==> config.mk <==
export PLATFORM = sky130hd
export DESIGN_NAME = audio_tdm_tx
export DESIGN_NICKNAME = d
export VERILOG_FILES = /design/src/rtl/audio_pkg.sv /design/src/rtl/audio_frame_fifo.sv /design/src/rtl/audio_tdm_tx.sv
export SDC_FILE = /design/constraint.sdc
export NUM_CORES = 1
export LEC_CHECK = 0
export ABC_AREA = 0
export CORE_MARGIN = 2
export CORE_UTILIZATION = 40
export DETAILED_ROUTE_END_ITERATION = 7
export PLACE_DENSITY = 0.59
export SYNTH_ARGS = -nofsm -noshare
export SYNTH_HDL_FRONTEND = slang
export SYNTH_SLANG_ARGS = --single-unit
==> constraint.sdc <==
create_clock -name m_clock -period 3.3 [get_ports m_clock]
set_input_delay 0.825 -clock m_clock [delete_from_list [all_inputs] [get_ports m_clock]]
set_output_delay 0.825 -clock m_clock [all_outputs]
set_load 0.02 [all_outputs]
==> src/rtl/audio_pkg.sv <==
// Shared constants and elaboration-time helpers for the serial audio transmitter.
package audio_pkg;

    // Serial data alignment: I2S delays data one BCLK after the word-select edge.
    typedef enum logic {
        MODE_I2S = 1'b0,
        MODE_LJ  = 1'b1
    } tx_mode_e;

    // Saturation point of the underrun counter (8-bit status display).
    localparam int UNDERRUN_MAX = 255;

    // Number of BCLKs in one complete frame.
    function automatic int frame_bits(input int nch, input int slot_w);
        return nch * slot_w;
    endfunction

    // Ceiling log2; clog2(1) = 0. Bounded loop keeps it usable as a constant function.
    function automatic int clog2(input int value);
        int result;
        result = 0;
        for (int i = 0; i < 31; i++) begin
            if ((1 << i) < value) begin
                result = i + 1;
            end
        end
        return result;
    endfunction

endpackage

==> src/rtl/audio_frame_fifo.sv <==
// Synchronous frame FIFO. Read data is registered and always reflects the head
// entry, with a write-through path so a frame pushed into the head slot is
// visible on the following cycle.
module audio_frame_fifo
    import audio_pkg::*;
#(
    parameter int WIDTH = 32,
    parameter int DEPTH = 4
) (
    input  logic                    clk,
    input  logic                    srst,
    input  logic                    push,
    input  logic [WIDTH-1:0]        push_data,
    input  logic                    pop,
    output logic [WIDTH-1:0]        pop_data,
    output logic                    full,
    output logic                    empty,
    output logic [clog2(DEPTH):0]   level
);

    localparam int PTR_W = clog2(DEPTH);

    logic [WIDTH-1:0] mem [0:DEPTH-1];
    logic [WIDTH-1:0] rd_data_reg;
    logic [PTR_W-1:0] wr_ptr_reg;
    logic [PTR_W-1:0] rd_ptr_reg;
    logic [PTR_W-1:0] rd_ptr_next;
    logic [PTR_W:0]   level_reg;
    logic [PTR_W:0]   level_next;
    logic             full_reg;
    logic             empty_reg;
    logic             push_ok;
    logic             pop_ok;
    logic             bypass;

    // Accept/pop qualification and next occupancy; pushes while full are dropped.
    always_comb begin
        push_ok     = push && !full_reg;
        pop_ok      = pop && !empty_reg;
        rd_ptr_next = pop_ok ? rd_ptr_reg + 1'b1 : rd_ptr_reg;
        bypass      = push_ok && (wr_ptr_reg == rd_ptr_next);
        level_next  = level_reg;
        if (push_ok && !pop_ok) begin
            level_next = level_reg + 1'b1;
        end else if (!push_ok && pop_ok) begin
            level_next = level_reg - 1'b1;
        end
    end

    // Storage array write port.
    always_ff @(posedge clk) begin
        if (push_ok && !srst) begin
            mem[wr_ptr_reg] <= push_data;
        end
    end

    // Registered read of the next head entry, forwarding a same-cycle write to it.
    always_ff @(posedge clk) begin
        rd_data_reg <= bypass ? push_data : mem[rd_ptr_next];
    end

    // Pointers, occupancy and registered status flags.
    always_ff @(posedge clk) begin
        if (srst) begin
            wr_ptr_reg <= '0;
            rd_ptr_reg <= '0;
            level_reg  <= '0;
            full_reg   <= 1'b0;
            empty_reg  <= 1'b1;
        end else begin
            if (push_ok) begin
                wr_ptr_reg <= wr_ptr_reg + 1'b1;
            end
            rd_ptr_reg <= rd_ptr_next;
            level_reg  <= level_next;
            full_reg   <= (level_next == (PTR_W + 1)'(DEPTH));
            empty_reg  <= (level_next == '0);
        end
    end

    assign pop_data = rd_data_reg;
    assign full     = full_reg;
    assign empty    = empty_reg;
    assign level    = level_reg;

endmodule

==> src/rtl/audio_tdm_tx.sv <==
// Serial audio transmitter: buffers PCM frames and emits BCLK, LRCK/frame-sync
// and MSB-first data in I2S, left-justified or TDM format.
module audio_tdm_tx
    import audio_pkg::*;
#(
    parameter int SAMPLE_W   = 16,
    parameter int SLOT_W     = 16,
    parameter int NCH        = 2,
    parameter int FIFO_DEPTH = 4,
    parameter int BCLK_HALF  = 16
) (
    input  logic                        m_clock,
    input  logic                        p_reset,
    input  logic                        cfg_mode,
    input  logic                        cfg_mute,
    input  logic                        wr_en,
    input  logic [NCH*SAMPLE_W-1:0]     wr_data,
    output logic                        wr_full,
    output logic [clog2(FIFO_DEPTH):0]  fifo_level,
    output logic [7:0]                  underrun_cnt,
    output logic                        aud_bclk,
    output logic                        aud_lrck,
    output logic                        aud_data
);

    localparam int FRAME_BITS = frame_bits(NCH, SLOT_W);
    localparam int FRAME_W    = NCH * SAMPLE_W;
    localparam int FBIT_W     = clog2(FRAME_BITS);
    localparam int DIV_W      = clog2(BCLK_HALF);
    localparam int PAD_W      = SLOT_W - SAMPLE_W;

    localparam logic [FBIT_W-1:0] FRAME_LAST = FBIT_W'(FRAME_BITS - 1);
    localparam logic [FBIT_W-1:0] SLOT_LEN   = FBIT_W'(SLOT_W);
    localparam logic [DIV_W-1:0]  DIV_LAST   = DIV_W'(BCLK_HALF - 1);

    // Registered state
    logic [DIV_W-1:0]      div_cnt_reg;
    logic                  bclk_reg;
    logic                  lrck_reg;
    logic                  data_reg;
    logic                  lj_dly_reg;
    tx_mode_e              mode_reg;
    logic [FBIT_W-1:0]     fbit_reg;
    logic [FRAME_BITS-1:0] shift_reg;
    logic [7:0]            underrun_reg;

    // Next-state / combinational
    logic                  div_tc;
    logic                  fall_edge;
    logic                  wrap;
    logic [FBIT_W-1:0]     fbit_next;
    tx_mode_e              mode_next;
    logic [FRAME_BITS-1:0] load_frame;
    logic [FRAME_BITS-1:0] shift_src;
    logic [FRAME_BITS-1:0] shift_next;
    logic                  lj_bit;
    logic                  data_next;
    logic                  lrck_next;

    // FIFO interface
    logic                  fifo_pop;
    logic                  fifo_empty;
    logic [FRAME_W-1:0]    fifo_rd_data;
    logic [FRAME_BITS-1:0] pop_frame;

    audio_frame_fifo #(
        .WIDTH (FRAME_W),
        .DEPTH (FIFO_DEPTH)
    ) u_fifo (
        .clk       (m_clock),
        .srst      (p_reset),
        .push      (wr_en),
        .push_data (wr_data),
        .pop       (fifo_pop),
        .pop_data  (fifo_rd_data),
        .full      (wr_full),
        .empty     (fifo_empty),
        .level     (fifo_level)
    );

    // Spread the popped frame into slots: channel 0 (wr_data MSBs) goes first,
    // each sample MSB-aligned in its slot with zero padding below.
    genvar gi;
    generate
        for (gi = 0; gi < NCH; gi++) begin : g_slot
            logic [SLOT_W-1:0] slot_val;
            assign slot_val = SLOT_W'(fifo_rd_data[(NCH-gi)*SAMPLE_W-1 -: SAMPLE_W]) << PAD_W;
            assign pop_frame[FRAME_BITS-1-gi*SLOT_W -: SLOT_W] = slot_val;
        end
    endgenerate

    // Bit-clock timing, frame position and next serial/word-select values.
    always_comb begin
        div_tc    = (div_cnt_reg == DIV_LAST);
        fall_edge = div_tc && bclk_reg;
        wrap      = (fbit_reg == FRAME_LAST);
        fbit_next = wrap ? '0 : fbit_reg + 1'b1;
        mode_next = wrap ? tx_mode_e'(cfg_mode) : mode_reg;
        fifo_pop  = fall_edge && wrap && !fifo_empty;

        // Underrun or mute sends a silent frame; a muted frame still consumes the FIFO.
        if (fifo_empty || cfg_mute) begin
            load_frame = '0;
        end else begin
            load_frame = pop_frame;
        end

        shift_src  = wrap ? load_frame : shift_reg;
        lj_bit     = shift_src[FRAME_BITS-1];
        shift_next = shift_src << 1;
        data_next  = (mode_next == MODE_LJ) ? lj_bit : lj_dly_reg;

        // Stereo: level word select, polarity by mode. TDM: one-BCLK pulse at frame start.
        if (NCH == 2) begin
            if (fbit_next < SLOT_LEN) begin
                lrck_next = (mode_next == MODE_LJ);
            end else begin
                lrck_next = (mode_next == MODE_I2S);
            end
        end else begin
            lrck_next = (fbit_next == '0);
        end
    end

    // BCLK divider: toggle at the terminal count of each half period.
    always_ff @(posedge m_clock) begin
        if (p_reset) begin
            div_cnt_reg <= '0;
            bclk_reg    <= 1'b0;
        end else if (div_tc) begin
            div_cnt_reg <= '0;
            bclk_reg    <= ~bclk_reg;
        end else begin
            div_cnt_reg <= div_cnt_reg + 1'b1;
        end
    end

    // Serializer: everything visible to the codec moves on BCLK falling edges only.
    always_ff @(posedge m_clock) begin
        if (p_reset) begin
            fbit_reg     <= FRAME_LAST;
            mode_reg     <= MODE_I2S;
            shift_reg    <= '0;
            lj_dly_reg   <= 1'b0;
            data_reg     <= 1'b0;
            lrck_reg     <= 1'b0;
            underrun_reg <= '0;
        end else if (fall_edge) begin
            fbit_reg   <= fbit_next;
            mode_reg   <= mode_next;
            shift_reg  <= shift_next;
            lj_dly_reg <= lj_bit;
            data_reg   <= data_next;
            lrck_reg   <= lrck_next;
            if (wrap && fifo_empty && (underrun_reg != 8'(UNDERRUN_MAX))) begin
                underrun_reg <= underrun_reg + 8'd1;
            end
        end
    end

    assign aud_bclk     = bclk_reg;
    assign aud_lrck     = lrck_reg;
    assign aud_data     = data_reg;
    assign underrun_cnt = underrun_reg;

endmodule

# Word-level counts from Yosys, hierarchy flattened
# Memories as Yosys holds them, arrays and structs flattened.
# Cells that the tools add are included.
# op_classes
add_sub_neg	7
n_mul	0
div	0
n_lt_le_gt_ge	1
n_eq_ne	5
shifts	0
mux	12
bitwise	2
reduce_logical	20
# op_table
operator	count
two-way mux 32 bit	3
logical AND 1 bit	11
adder 8 x 1 -> 8 bit, second input constant	1
!= test 8 bit, second input constant	1
two-way mux 3 bit	2
adder 5 x 1 -> 5 bit, second input constant	1
== test 5 bit, second input constant	1
zero test 1 bit	5
less-than comparator 5 bit, second input constant	1
two-way mux 1 bit	5
two-way mux 5 bit	1
adder 2 x 1 -> 2 bit, second input constant	2
adder 4 x 1 -> 4 bit, second input constant	1
== test 4 bit, second input constant	1
adder 3 x 1 -> 3 bit, second input constant	1
== test 3 bit, second input constant	1
zero test 3 bit	1
subtractor 3 x 1 -> 3 bit, second input constant	1
== test 2 bit	1
two-way mux 2 bit	1
NOT 1 bit	2
AND reduction 2 bit	1
OR reduction 2 bit	1
logical OR 1 bit	1
# word_totals
ff_bits	94
latch_bits	0
ramBits	128
mem_bits_ro	0
output_inout_bits	15
elab_cells	63
mem_count	1
# mem_list
memory	words	width	read_ports	rd_clocked_by_memory_dff	wr	line	source
u_fifo.mem	4	32	1	0	1	audio_frame_fifo.sv:23	logic [WIDTH-1:0] mem [0:DEPTH-1];

# Logic depth before layout (Yosys ltp)
# depth
word_depth	9
mapped_depth	12
ltp_nobuf	8

# Cells and area by module
# From an unflattened synthesis, not the netlist that was laid out.
# hier_totals
hier_cells	993
hier_area_um2	11252.0
# modules_own_cells
mod	instances	cells_each	area_each_um2	seq_area_each_um2
audio_frame_fifo	1	737	8989.9	4664.5
audio_tdm_tx	1	256	2262.2	1061.0

# Worst setup path before layout
# Ideal clock, no wire load.
# synth_timing
kind	reg2reg
from	reg fbit_reg[0]
to	reg u_fifo.rd_data_reg[0] (netlist: u_fifo.pop_data[0])
setup_time_ps	121
arrival_time_ps	2372
setup_slack_ps	807
path_stages_with_launch	12
path_buffers	3
path_cell_list	dfxtp_1 ha_1 and3_1 ha_1 buf_6 and3b_1 buf_2 nand3_1 nor2_1 o31ai_4 buf_6 mux2_4
# synth_between
elab_chain_len	8
# synth_rtl
item	line	source
start: declaration	audio_tdm_tx.sv:43	logic [FBIT_W-1:0] fbit_reg;
start signal: assignment	audio_tdm_tx.sv:149	fbit_reg <= fbit_next;
== test 5 bit (*)	audio_tdm_tx.sv:96	wrap = (fbit_reg == FRAME_LAST);
logical AND 1 bit (*) (2 in a row)	audio_tdm_tx.sv:99	fifo_pop = fall_edge && wrap && !fifo_empty;
logical AND 1 bit (*)	audio_frame_fifo.sv:39	pop_ok = pop && !empty_reg;
two-way mux 2 bit (*)	audio_frame_fifo.sv:40	rd_ptr_next = pop_ok ? rd_ptr_reg + 1'b1 : rd_ptr_reg;
branches (longest 2 deep; another with memory (4 x 32 bit))	n/a	
two-way mux 32 bit (*)	audio_frame_fifo.sv:59	rd_data_reg <= bypass ? push_data : mem[rd_ptr_next];
end signal: assignment	audio_frame_fifo.sv:59	
end: declaration	audio_frame_fifo.sv:24	logic [WIDTH-1:0] rd_data_reg;
# Mark *: on every way between the ends.
# A chain may end at the register's enable or synchronous reset.

# Final worst setup path
# layout_timing
from	reg fbit_reg[0]
to	reg u_fifo.rd_data_reg[12] (netlist: u_fifo.pop_data[12])
# The elaborated chain is that of the path after synthesis.

==> flow_results.xml <==
<?xml version="1.0" encoding="UTF-8"?>
<metrics>
  <group name="grt">
    <metric name="global_route.peak_usage_layer" unit="">met2</metric>
    <metric name="via_count_of_the_first_global_routing_pass" unit="">7042</metric>
    <metric name="gr-usage-met1" unit="%">22.9</metric>
    <metric name="maximum_number_of_pins_on_one_net_before_global_route_repair" unit="">162</metric>
    <metric name="track_usage" unit="%">17.2</metric>
    <metric name="number_of_antenna_violations_at_the_first_check_in_global_routing" unit="">0</metric>
    <metric name="gr-usage-met2" unit="%">29.3</metric>
    <metric name="grt_pass1_wl" unit="um">36900</metric>
    <metric name="use_met3" unit="%">2.64</metric>
    <metric name="globalRoute.totalOverflow" unit="">0</metric>
  </group>
  <group name="cells_and_area">
    <metric name="antenna_cells_inserted" unit="">0</metric>
    <metric name="post_route_cells_drive_above_1_share" unit="%">14.2</metric>
    <metric name="largest_register_ff_count" unit="">128</metric>
    <metric name="layout_common_cells" unit="">edfxtp_1 (128), nor2_1 (111), o21ai_0 (101)</metric>
    <metric name="layout.cells.non_filler" unit="">1297</metric>
    <metric name="final_net_count" unit="">996</metric>
    <metric name="postLayoutCoreUtil" unit="%">47.3</metric>
    <metric name="layout_commonest_cell" unit="">edfxtp_1</metric>
    <metric name="fillers" unit="">2282</metric>
    <metric name="final_design_area_no_fill" unit="um^2">11900</metric>
    <metric name="area_delta_synth_final" unit="%">15.9</metric>
  </group>
  <group name="critical_path">
    <metric name="worstPathMaxFanout" unit="">21</metric>
    <metric name="critPathMostFrequentCell" unit="">ha_1</metric>
    <metric name="cp-start-kind" unit="">flop</metric>
    <metric name="cell_with_the_largest_stage_delay_on_the_worst_path" unit="">dfxtp_1</metric>
    <metric name="reg2reg_setup_slack" unit="ns">0.42</metric>
    <metric name="critical_path_required" unit="ns">3.69</metric>
    <metric name="cpPeakStageDelay" unit="ns">0.40</metric>
    <metric name="crit_path_cell_trace" unit="">ha_1 -&gt; and3_1 -&gt; ha_1 -&gt; and3b_1 -&gt; nand3_1 -&gt; a211oi_2 -&gt; o31ai_4 -&gt; buf_4 -&gt; mux2_4</metric>
    <metric name="sort_of_element_at_the_end_of_the_critical_path" unit="">flop</metric>
    <metric name="critPathKind" unit="">reg -&gt; reg</metric>
    <metric name="cp_data_arrival_time" unit="ns">3.28</metric>
  </group>
  <group name="hold_path">
    <metric name="worstHoldPathType" unit="">reg -&gt; reg</metric>
  </group>
  <group name="synthesis">
    <metric name="post_synthesis_share_of_cell_area_spent_on_xor_and_xnor_gates" unit="%">1.02</metric>
    <metric name="synth_area_in_compound_gates" unit="%">14.7</metric>
    <metric name="synth_flop_cell" unit="">edfxtp_1</metric>
    <metric name="postSynthCellCount" unit="">919</metric>
    <metric name="number_of_flops_mapped_to_enable_cells_by_yosys" unit="">128</metric>
    <metric name="synth-seq-area-share" unit="%">55.6</metric>
    <metric name="ys_types" unit="">47</metric>
    <metric name="yosys.area_share.simple" unit="%">12.5</metric>
    <metric name="synth_top_cells_by_area" unit="">edfxtp_1 (37%), dfxtp_1 (18%), a221oi_1 (5.2%), o21ai_0 (4.9%), mux2_4 (4.2%)</metric>
    <metric name="syn_area_per_cell" unit="um^2">11.2</metric>
    <metric name="yosys_warnings" unit="">0</metric>
    <metric name="post_synth_mux_area_share" unit="%">11.5</metric>
    <metric name="post_synthesis_net_count" unit="">966</metric>
    <metric name="ys_ff_latch" unit="">222</metric>
    <metric name="synth.top_cell.area_share" unit="%">37.3</metric>
    <metric name="synth_adder_area_share" unit="%">1.21</metric>
    <metric name="synth_top_family_by_area" unit="">compound AO/OA/AOI/OAI gates</metric>
    <metric name="netlist_area" unit="um^2">10300</metric>
    <metric name="synth-async-reset-ratio" unit="%">0</metric>
    <metric name="post-synth-top-area-cell" unit="">edfxtp_1</metric>
  </group>
  <group name="placed_design">
    <metric name="dpl_worst_slack" unit="ns">0.427</metric>
    <metric name="post-place-cells" unit="">1252</metric>
    <metric name="gp_congestion" unit="">0.765</metric>
    <metric name="io_buffers" unit="">51</metric>
    <metric name="dpl-instance-area" unit="um^2">11200</metric>
    <metric name="detailed_place_hpwl" unit="um">13100</metric>
  </group>
  <group name="floorplanning">
    <metric name="die_footprint" unit="um^2">27100</metric>
    <metric name="rows" unit="">58</metric>
    <metric name="coreArea" unit="um^2">25300</metric>
    <metric name="ios" unit="">52</metric>
    <metric name="initial_utilization" unit="%">40.8</metric>
    <metric name="dieWidth" unit="um">164</metric>
    <metric name="dieHeight" unit="um">164</metric>
  </group>
  <group name="run">
    <metric name="cap_viol_max_count" unit="">0</metric>
  </group>
  <group name="cts">
    <metric name="cts_inserted_buffers" unit="">25</metric>
    <metric name="clk-insertion-delay-late" unit="ns">0.51</metric>
    <metric name="cts_root_buffer" unit="">clkbuf_16</metric>
    <metric name="tritoncts" unit="">yes</metric>
    <metric name="cts_hold_buffers" unit="">0</metric>
    <metric name="maximum_count_of_clock_buffers_along_a_single_path" unit="">3</metric>
    <metric name="clkSlewWorstSetupHoldPaths" unit="ns">0.06</metric>
    <metric name="postCtsSetupRepairBufs" unit="">0</metric>
    <metric name="clock_tree.htree_level_count" unit="">1</metric>
    <metric name="post_cts.resized_instances" unit="">0</metric>
    <metric name="clock_sink_count" unit="">222</metric>
  </group>
  <group name="timing">
    <metric name="timing_max_transition_violations_final" unit="">0</metric>
    <metric name="grt_setup_unrepaired" unit="">false</metric>
    <metric name="layout_setup_ws" unit="ns">0.419</metric>
    <metric name="finalSetupViolCount" unit="">0</metric>
    <metric name="final.period_utilization" unit="%">87.3</metric>
    <metric name="max_slew.worst_pin.slew" unit="ns">0.731</metric>
    <metric name="skew" unit="ns">0.00726</metric>
    <metric name="finalCriticalPeriod" unit="ns">2.88</metric>
    <metric name="achievable-frequency" unit="MHz">347</metric>
    <metric name="finalHoldViolations" unit="">0</metric>
    <metric name="max_slew_margin" unit="%">51.3</metric>
    <metric name="setup-tns-final" unit="ns">0</metric>
  </group>
  <group name="power">
    <metric name="pwr_density_cell" unit="nW/um^2">500</metric>
    <metric name="p_leak" unit="nW">4.01</metric>
    <metric name="ir_drop" unit="V">0.000316</metric>
  </group>
  <group name="routing">
    <metric name="remaining_drc_errors" unit="">0</metric>
    <metric name="route.detailed.wl_per_inst" unit="um">17.5</metric>
    <metric name="drt_first_pass_iters" unit="">5</metric>
    <metric name="post_drt_via_cell_ratio" unit="">5.51</metric>
    <metric name="routed_wl" unit="um">22700</metric>
    <metric name="antenna_left" unit="">0</metric>
    <metric name="routed-via-count" unit="">7150</metric>
    <metric name="detailedRoute.firstIterationViolations" unit="">501</metric>
  </group>
  <group name="status">
    <metric name="outcome" unit="">finished clean</metric>
  </group>
</metrics>
-- cells by family after synthesis --
family,Yosys count
flip-flops,222
adder cells (fa/ha/maj),10
XOR/XNOR,12
AND/OR/NAND/NOR,266
AO/OA/AOI/OAI,224
multiplexers,99
buffers and inverters,86
-- power breakdown --
part           internal, mW  switching, mW
logic                 0.194          0.182
registers              3.03         0.0383
clock network          1.49           1.04
total                  4.71           1.26
-- synthesized netlist by cell type (4+ instances only) --
cell      number
mux2i_1       35
o31ai_1       31
nand2_1       25
and2_1         6
inv_1         10
ha_1          10
xnor2_1        4
mux2_2        35
nor3_1        34
buf_1          4
nand3_1       11
a221oi_1      61
o21ai_0      101
a211oi_1       4
buf_2         13
nand2b_1      32
dfxtp_1       94
edfxtp_1     128
mux2_4        29
clkbuf_1      54
nor2b_1       33
a21oi_1        9
nor2_1       111
buf_6          4
xor2_1         8
-- area by class of cell --
cell class / count / area [um^2] / area share, %
flip-flops and latches: 222 / 5730 / 48.0
multi-input cells: 611 / 4220 / 35.3
repair buffers: 79 / 791 / 6.62
clock buffers: 33 / 666 / 5.58
well taps: 330 / 413 / 3.46
clock inverters: 12 / 82.6 / 0.692
inverters: 10 / 37.5 / 0.314
-- worst paths after layout --
kind / startpoint / endpoint / cells after the start
worst max register to register: fbit_reg[0] / u_fifo.pop_data[12] / 9
worst max-delay path: fbit_reg[0] / u_fifo.pop_data[12] / 9
worst min-delay path: aud_data / aud_data / 2
worst min register to register: aud_data / aud_data / 2
-- worst max-delay path, delay by kind of cell (launching register included) --
family,cells,cell delay [ns]
adders and majority gates,2,0.56
muxes,1,0.35
DFF,1,0.40
buffers and inverters,1,0.29
AOI/OAI and AO/OA,2,0.42
and+or+nand+nor,3,0.74
-- metrics by stage --
step | hold WS, ns | power [mW]
after floorplan | 0.432 | 3.36
after global placement | 0.438 | 3.50
after detailed placement | 0.447 | 3.50
after CTS | 0.454 | 6.05
after global routing | 0.487 | 6.21
final | 0.449 | 5.97
-- metal layers --
metal	vias up	share of wire (%)
met5	-	0
met4	0	2.2
met3	38	5.0
met2	187	47
met1	3445	46
li1	3480	-
Power figures use the tool's default switching activity.
